===== config.mk =====
export PLATFORM = sky130hd
export DESIGN_NAME = traffic_input_cond
export DESIGN_NICKNAME = d
export VERILOG_FILES = /design/src/rtl/traffic_pkg.sv /design/src/rtl/input_debouncer.sv /design/src/rtl/traffic_input_cond.sv
export SDC_FILE = /design/constraint.sdc
export NUM_CORES = 1
export LEC_CHECK = 0
export CAP_MARGIN = 40
export CORE_ASPECT_RATIO = 1.4
export CORE_UTILIZATION = 52
export CTS_BUF_LIST = sky130_fd_sc_hd__clkbuf_8
export CTS_CLUSTER_SIZE = 8
export DETAILED_ROUTE_END_ITERATION = 10
export DONT_BUFFER_PORTS = 1
export GPL_ROUTABILITY_DRIVEN = 0
export HOLD_SLACK_MARGIN = 0.12
export PLACE_DENSITY = 0.77
export REMOVE_ABC_BUFFERS = 1
export SLEW_MARGIN = 15
export SYNTH_ARGS = -nofsm -noshare
export SYNTH_HDL_FRONTEND = slang
export SYNTH_HIERARCHICAL = 1
export SYNTH_SLANG_ARGS = --single-unit

===== constraint.sdc =====
create_clock -name clk -period 2.85 [get_ports clk]
set_input_delay 0.57 -clock clk [delete_from_list [all_inputs] [get_ports clk]]
set_output_delay 0.57 -clock clk [all_outputs]
set_load 0.03 [all_outputs]

===== src/rtl/traffic_pkg.sv =====
// Shared definitions for the traffic controller input conditioning slice:
// emergency FSM state encoding and default timing constants.
package traffic_pkg;

    typedef enum logic [1:0] {
        E_IDLE    = 2'd0,
        E_ACTIVE  = 2'd1,
        E_LOCKOUT = 2'd2
    } emerg_state_e;

    localparam int unsigned DEF_CLK_HZ      = 50_000_000;
    localparam int unsigned DEF_DEB_CYCLES  = 1_000_000;
    localparam int unsigned DEF_EMERG_MIN_S = 3;
    localparam int unsigned DEF_EMERG_MAX_S = 15;

endpackage


===== src/rtl/input_debouncer.sv =====
// Two-flop synchronizer followed by a stability counter; the debounced value
// follows the synchronized input only after it has differed for DEB_CYCLES clocks.
module input_debouncer
    import traffic_pkg::*;
#(
    parameter int unsigned DEB_CYCLES = DEF_DEB_CYCLES
) (
    input  logic clk,
    input  logic rst,
    input  logic raw,
    output logic deb
);

    localparam int unsigned CNT_W = (DEB_CYCLES > 1) ? $clog2(DEB_CYCLES) : 1;
    localparam logic [CNT_W-1:0] CNT_LAST = CNT_W'(DEB_CYCLES - 1);

    logic             sync1_q;
    logic             sync2_q;
    logic             deb_q;
    logic             deb_d;
    logic [CNT_W-1:0] cnt_q;
    logic [CNT_W-1:0] cnt_d;

    always_ff @(posedge clk or posedge rst) begin
        if (rst) begin
            sync1_q <= 1'b0;
            sync2_q <= 1'b0;
        end else begin
            sync1_q <= raw;
            sync2_q <= sync1_q;
        end
    end

    // Any return to the current debounced level restarts the stability window.
    always_comb begin
        deb_d = deb_q;
        cnt_d = '0;
        if (sync2_q == deb_q) begin
            cnt_d = '0;
        end else if (cnt_q == CNT_LAST) begin
            deb_d = sync2_q;
            cnt_d = '0;
        end else begin
            cnt_d = cnt_q + CNT_W'(1);
        end
    end

    always_ff @(posedge clk or posedge rst) begin
        if (rst) begin
            deb_q <= 1'b0;
            cnt_q <= '0;
        end else begin
            deb_q <= deb_d;
            cnt_q <= cnt_d;
        end
    end

    assign deb = deb_q;

endmodule


===== src/rtl/traffic_input_cond.sv =====
// Conditions the raw field inputs of the traffic controller: 2 Hz / 1 Hz tick
// generation, sensor debouncing and the emergency request hold/lockout FSM.
module traffic_input_cond
    import traffic_pkg::*;
#(
    parameter int unsigned CLK_HZ      = DEF_CLK_HZ,
    parameter int unsigned DEB_CYCLES  = DEF_DEB_CYCLES,
    parameter int unsigned EMERG_MIN_S = DEF_EMERG_MIN_S,
    parameter int unsigned EMERG_MAX_S = DEF_EMERG_MAX_S
) (
    input  logic clk,
    input  logic rst,
    input  logic ns_sensor_raw,
    input  logic ew_sensor_raw,
    input  logic emerg_req_raw,
    output logic tick_1hz,
    output logic tick_2hz,
    output logic ns_sensor,
    output logic ew_sensor,
    output logic emergency_trigger,
    output logic emerg_stuck
);

    localparam int unsigned HALF_HZ = CLK_HZ / 2;
    localparam int unsigned PRE_W   = $clog2(HALF_HZ);
    localparam logic [PRE_W-1:0] PRE_LAST = PRE_W'(HALF_HZ - 1);
    localparam int unsigned HOLD_W  = $clog2(EMERG_MAX_S + 1);
    localparam logic [HOLD_W-1:0] HOLD_MIN = HOLD_W'(EMERG_MIN_S);
    localparam logic [HOLD_W-1:0] HOLD_MAX = HOLD_W'(EMERG_MAX_S);

    logic [PRE_W-1:0]  pre_q, pre_d;
    logic              div_q, div_d;
    logic              tick_2hz_q, tick_2hz_d;
    logic              tick_1hz_q, tick_1hz_d;
    logic              req_deb_s;
    logic              req_prev_q, req_prev_d;
    logic              req_rise_s;
    emerg_state_e      state_q, state_d;
    logic [HOLD_W-1:0] hold_cnt_q, hold_cnt_d;
    logic              trig_q, trig_d;
    logic              stuck_q, stuck_d;

    // Ticks are registered from the next prescaler value so they line up with count == HALF_HZ-1.
    always_comb begin
        pre_d      = (pre_q == PRE_LAST) ? '0 : pre_q + PRE_W'(1);
        div_d      = tick_2hz_q ? ~div_q : div_q;
        tick_2hz_d = (pre_d == PRE_LAST);
        tick_1hz_d = tick_2hz_d & div_d;
    end

    always_ff @(posedge clk or posedge rst) begin
        if (rst) begin
            pre_q      <= '0;
            div_q      <= 1'b0;
            tick_2hz_q <= 1'b0;
            tick_1hz_q <= 1'b0;
        end else begin
            pre_q      <= pre_d;
            div_q      <= div_d;
            tick_2hz_q <= tick_2hz_d;
            tick_1hz_q <= tick_1hz_d;
        end
    end

    input_debouncer #(.DEB_CYCLES(DEB_CYCLES)) u_deb_ns (
        .clk (clk), .rst (rst), .raw (ns_sensor_raw), .deb (ns_sensor)
    );

    input_debouncer #(.DEB_CYCLES(DEB_CYCLES)) u_deb_ew (
        .clk (clk), .rst (rst), .raw (ew_sensor_raw), .deb (ew_sensor)
    );

    input_debouncer #(.DEB_CYCLES(DEB_CYCLES)) u_deb_emerg (
        .clk (clk), .rst (rst), .raw (emerg_req_raw), .deb (req_deb_s)
    );

    assign req_rise_s = req_deb_s & ~req_prev_q;
    assign req_prev_d = req_deb_s;

    // Lockout wins over the normal release so a stuck request can never re-arm by itself.
    always_comb begin
        state_d    = state_q;
        hold_cnt_d = hold_cnt_q;
        stuck_d    = stuck_q;
        case (state_q)
            E_IDLE: begin
                if (req_rise_s) begin
                    state_d    = E_ACTIVE;
                    hold_cnt_d = '0;
                end else begin
                    state_d    = E_IDLE;
                end
            end
            E_ACTIVE: begin
                if (tick_1hz_q && (hold_cnt_q != HOLD_MAX)) begin
                    hold_cnt_d = hold_cnt_q + HOLD_W'(1);
                end else begin
                    hold_cnt_d = hold_cnt_q;
                end
                if (hold_cnt_q == HOLD_MAX) begin
                    state_d = E_LOCKOUT;
                    stuck_d = 1'b1;
                end else if ((hold_cnt_q >= HOLD_MIN) && !req_deb_s) begin
                    state_d = E_IDLE;
                end else begin
                    state_d = E_ACTIVE;
                end
            end
            E_LOCKOUT: begin
                if (!req_deb_s) begin
                    state_d = E_IDLE;
                end else begin
                    state_d = E_LOCKOUT;
                end
            end
            default: begin
                state_d = E_IDLE;
            end
        endcase
        trig_d = (state_d == E_ACTIVE);
    end

    always_ff @(posedge clk or posedge rst) begin
        if (rst) begin
            state_q    <= E_IDLE;
            hold_cnt_q <= '0;
            req_prev_q <= 1'b0;
            trig_q     <= 1'b0;
            stuck_q    <= 1'b0;
        end else begin
            state_q    <= state_d;
            hold_cnt_q <= hold_cnt_d;
            req_prev_q <= req_prev_d;
            trig_q     <= trig_d;
            stuck_q    <= stuck_d;
        end
    end

    assign tick_2hz          = tick_2hz_q;
    assign tick_1hz          = tick_1hz_q;
    assign emergency_trigger = trig_q;
    assign emerg_stuck       = stuck_q;

endmodule

==> summary.md <==
| Metric | Value |
|---|---|
| Total routed wirelength | `10230 um` |
| Max Fclk | `432.1 MHz` |
| Power density relative to cell area | `420.6 nW/um2` |
| Antenna Violating Nets Remaining | `0` |
| Initial DRC count | `240` |
| Commonest cells post-synth | `sky130_fd_sc_hd__dfrtp_1, sky130_fd_sc_hd__nor2_1, sky130_fd_sc_hd__xnor2_1` |
| Max capacitance violation total | `0` |
| Total global routing track utilization | `20.96%` |
| Horiz. Die Dim | `87.51 um` |
| Most repeated cell in the gate-level netlist after synthesis | `sky130_fd_sc_hd__dfrtp_1` |
| Most area-consuming cells after synthesis | `sky130_fd_sc_hd__dfrtp_1, sky130_fd_sc_hd__xnor2_1, sky130_fd_sc_hd__nor2_1, sky130_fd_sc_hd__xor2_1, sky130_fd_sc_hd__nand3_1` |
| Relative area change from synthesis to final layout | `7.052%` |
| Fraction of the yosys area taken by sequential cells | `49.84%` |
| Arrival time of data at the critical path endpoint | `2.61 ns` |
| Mapped Avg Cell Area | `10.12 um2` |
| Share of synthesized area spent on multiplexers | `2.186%` |
| Number of iterations in the first detailed-routing pass | `6` |
| EDFF count, synth | `0` |
| Number of cells after detailed placement | `657` |
| Detailed placement HPWL | `7472 um` |
| Int Pwr | `1.867 mW` |
| Layout cell share with drive strength beyond 1 | `9.462%` |
| Worst setup EP type | `flip-flop` |
| Clock-pin slew reported for the worst setup and hold paths after clock tree synthesis | `0.09 ns` |
| Reported leakage power | `2.324 nW` |
| Sequential Power Share | `63.9%` |
| Vias in the first global route | `3879` |
| Chip height | `121.7 um` |
| Final setup violation count | `0` |
| Clock tree from TritonCTS | `done` |
| Nets@finish | `546` |
| Number of buffers created by CTS | `9` |
| Main combinational cell family by area after synthesis | `simple AND/OR/NAND/NOR gates` |
| Port Buf Inserts | `0` |
| Actual slew at the worst max-slew pin | `0.7284 ns` |
| Vias post-DR | `3915` |
| Synthesized-area fraction occupied by ao, oa, aoi and oai cells | `4.020%` |
| Final hold violation count | `0` |
| Fraction of the mapped netlist area in simple logic gates | `29.01%` |
| Net switching power of the design | `0.5300 mW` |
| Area leader, netlist | `sky130_fd_sc_hd__dfrtp_1` |
| Type of origin of the critical path | `flip-flop` |
| Top Ports | `11` |
| Setup_tns | `0 ns` |
| Number of filler cells placed in the layout | `836` |
| Initial core utilization | `53.48%` |
| Area of the die | `10650 um2` |
| Placeable core region | `9953 um2` |
| Number of distinct standard cells referenced by the synthesized netlist | `49` |
| First-pass GRT wire length | `17300 um` |
| Worst vdd rail ir drop | `0.0002527 V` |
| Period utilization | `81.20%` |
| Share of async-settable or async-resettable flops after synthesis | `100.0%` |
| # H-tree levels | `3` |
| Switching fraction of total power | `22.11%` |
| Remaining Overflow, GRT | `0` |
| Detail-routed via count per cell | `5.800` |
| Number of synthesized register bits | `106` |
| Cell chosen for the clock root | `sky130_fd_sc_hd__clkbuf_8` |
| Worst Path Required | `3.15 ns` |
| DRC violations left | `0` |
| Status | `finished clean` |
| Instance count of the mapped netlist | `526` |
| Critical path start-end classification | `reg -> reg` |
| Maximum clock path buffer count | `2` |
| Post-synth top flop | `sky130_fd_sc_hd__dfrtp_1` |
| Clock insertion delay at the later pin of the skew report | `0.37 ns` |
| Hold crit path type | `in -> reg` |
| Routed wire length per instance | `15.16 um` |
| Number of antenna violations at the first check in global routing | `1` |
| Post-synthesis adder-cell area fraction | `1.175%` |
| Maximum number of pins on one net before global-route repair | `23` |
| Xor and xnor area share after synthesis | `11.35%` |
| Final-report max-slew violation count | `0` |
| Setup repair after global routing missed its margin | `false` |
| Worst Path Max Fanout | `5` |
| Floorplan row count | `43` |
| Max transition margin | `51.43%` |
| Post-layout minimum cycle time | `2.314 ns` |
| Fraction of power consumed by the clock network | `32.9%` |
| Clk sinks | `106` |
| Clk_skew | `0.007438 ns` |
| Share of the synthesized area in the top cell type | `49.84%` |
| Total number of yosys warnings | `6` |
| Post-Synthesis Cell Area | `5323 um2` |
| Filler-free cell count of the finished design | `675` |
| Portion of total power attributed to combinational logic | `3.2%` |
## worst paths after layout
kind | startpoint | to | slack [ns] | cells past startpoint
max | pre_q[0] | tick_1hz | 0.54 | 7
min | emerg_req_raw | u_deb_emerg/sync1_q | 0.22 | 0
max reg2reg | pre_q[0] | tick_1hz | 0.54 | 7
min reg2reg | u_deb_ns/sync1_q | u_deb_ns/sync2_q | 0.36 | 0
max in group asynchronous | rst | u_deb_ew/cnt_q[12] | 1.69 | 3
min in group asynchronous | rst | pre_q[15] | 0.57 | 2
## registers in the layout, indices dropped and copies added (netlist names), 2 cells and up
signal and flops:
pre_q 25, hold_cnt_q 4, u_deb_emerg/cnt_q 20, u_deb_ns/cnt_q 20, state_q 2, u_deb_ew/cnt_q 20
## area by class of cell
type | instances | area, um2 | share of cell area (%)
Clock inverter | 4 | 21.27 | 0.3733
Sequential cell | 106 | 2653 | 46.55
Inverter | 19 | 71.32 | 1.252
Tap cell | 135 | 168.9 | 2.964
Multi-Input combinational cell | 391 | 2541 | 44.60
Clock buffer | 10 | 137.6 | 2.415
Timing Repair Buffer | 9 | 102.6 | 1.801
Antenna cell | 1 | 2.502 | 0.04392
## repair_timing
item	CTS	global route
endpoints found under the hold margin	24	3
buffers inserted	0	0
endpoints found under the setup margin	0	0
gates resized for setup	0	0
hold buffers	1	1
## metrics by stage
step | utilization [%] | hold slack (ns) | area [um2] | setup WS (ns) | total power [mW]
after floorplan | - | 0.3312 | 5265 | 0.7288 | 1.608
after global placement | 54.82 | 0.3344 | 5456 | 0.6817 | 1.626
after detailed placement | 55.27 | 0.3436 | 5502 | 0.5713 | 1.636
after CTS | 56.97 | 0.2040 | 5670 | 0.5581 | 2.426
after global routing | 57.25 | 0.1995 | 5698 | 0.3477 | 2.497
final | 57.25 | 0.2230 | 5698 | 0.5359 | 2.397
## layer usage
layer,vias to the layer above,routed length (um),GRT usage (%)
li1,1867,-,-
met2,84,5501,38.28
met4,0,252,11.17
met3,22,401,3.930
met5,-,0,0
met1,1942,4075,22.46
## critical path, stage by stage, from the launching register on
cell                      delay, ns
sky130_fd_sc_hd__dfrtp_1       0.44
sky130_fd_sc_hd__ha_1          0.28
sky130_fd_sc_hd__nand2_1       0.12
sky130_fd_sc_hd__nor2_1        0.10
sky130_fd_sc_hd__or3_2         0.42
sky130_fd_sc_hd__a311o_1       0.35
sky130_fd_sc_hd__nor4_2        0.30
sky130_fd_sc_hd__and4_1        0.23
## power groups by stage
stage | Clock (mW) | Sequential, mW | Combinational [mW]
after detailed placement | 0 | 1.56 | 0.0751
after global routing | 0.873 | 1.53 | 0.0905
after global placement | 0 | 1.56 | 0.0654
final | 0.788 | 1.53 | 0.0776
after floorplan | 0 | 1.56 | 0.0502
after CTS | 0.818 | 1.53 | 0.0771
## cell usage in the layout, fill, tap and decap left out, types with 10 or more instances in the layout
cell type and n:
sky130_fd_sc_hd__nand4_1 15, sky130_fd_sc_hd__and4_1 10, sky130_fd_sc_hd__nor3_1 23, sky130_fd_sc_hd__nand3_1 33
sky130_fd_sc_hd__nor4_1 20, sky130_fd_sc_hd__xnor2_1 45, sky130_fd_sc_hd__nand2_1 36, sky130_fd_sc_hd__inv_1 20
sky130_fd_sc_hd__dfrtp_1 106, sky130_fd_sc_hd__clkbuf_8 10, sky130_fd_sc_hd__o21ai_0 10, sky130_fd_sc_hd__nor2_1 86
sky130_fd_sc_hd__xor2_1 24
## logic make-up (layout without fill, tap and decap cells)
kind of cell               Yosys count  after routing
AOI/OAI and AO/OA                   33             33
adders and majority gates            5              5
and+or+nand+nor                    273            273
other                                0              1
muxes                               11             11
xor gates and xnor gates            69             69
buffers and inverters               29             42
DFF                                106            106
(Power assumes the default switching activity.)
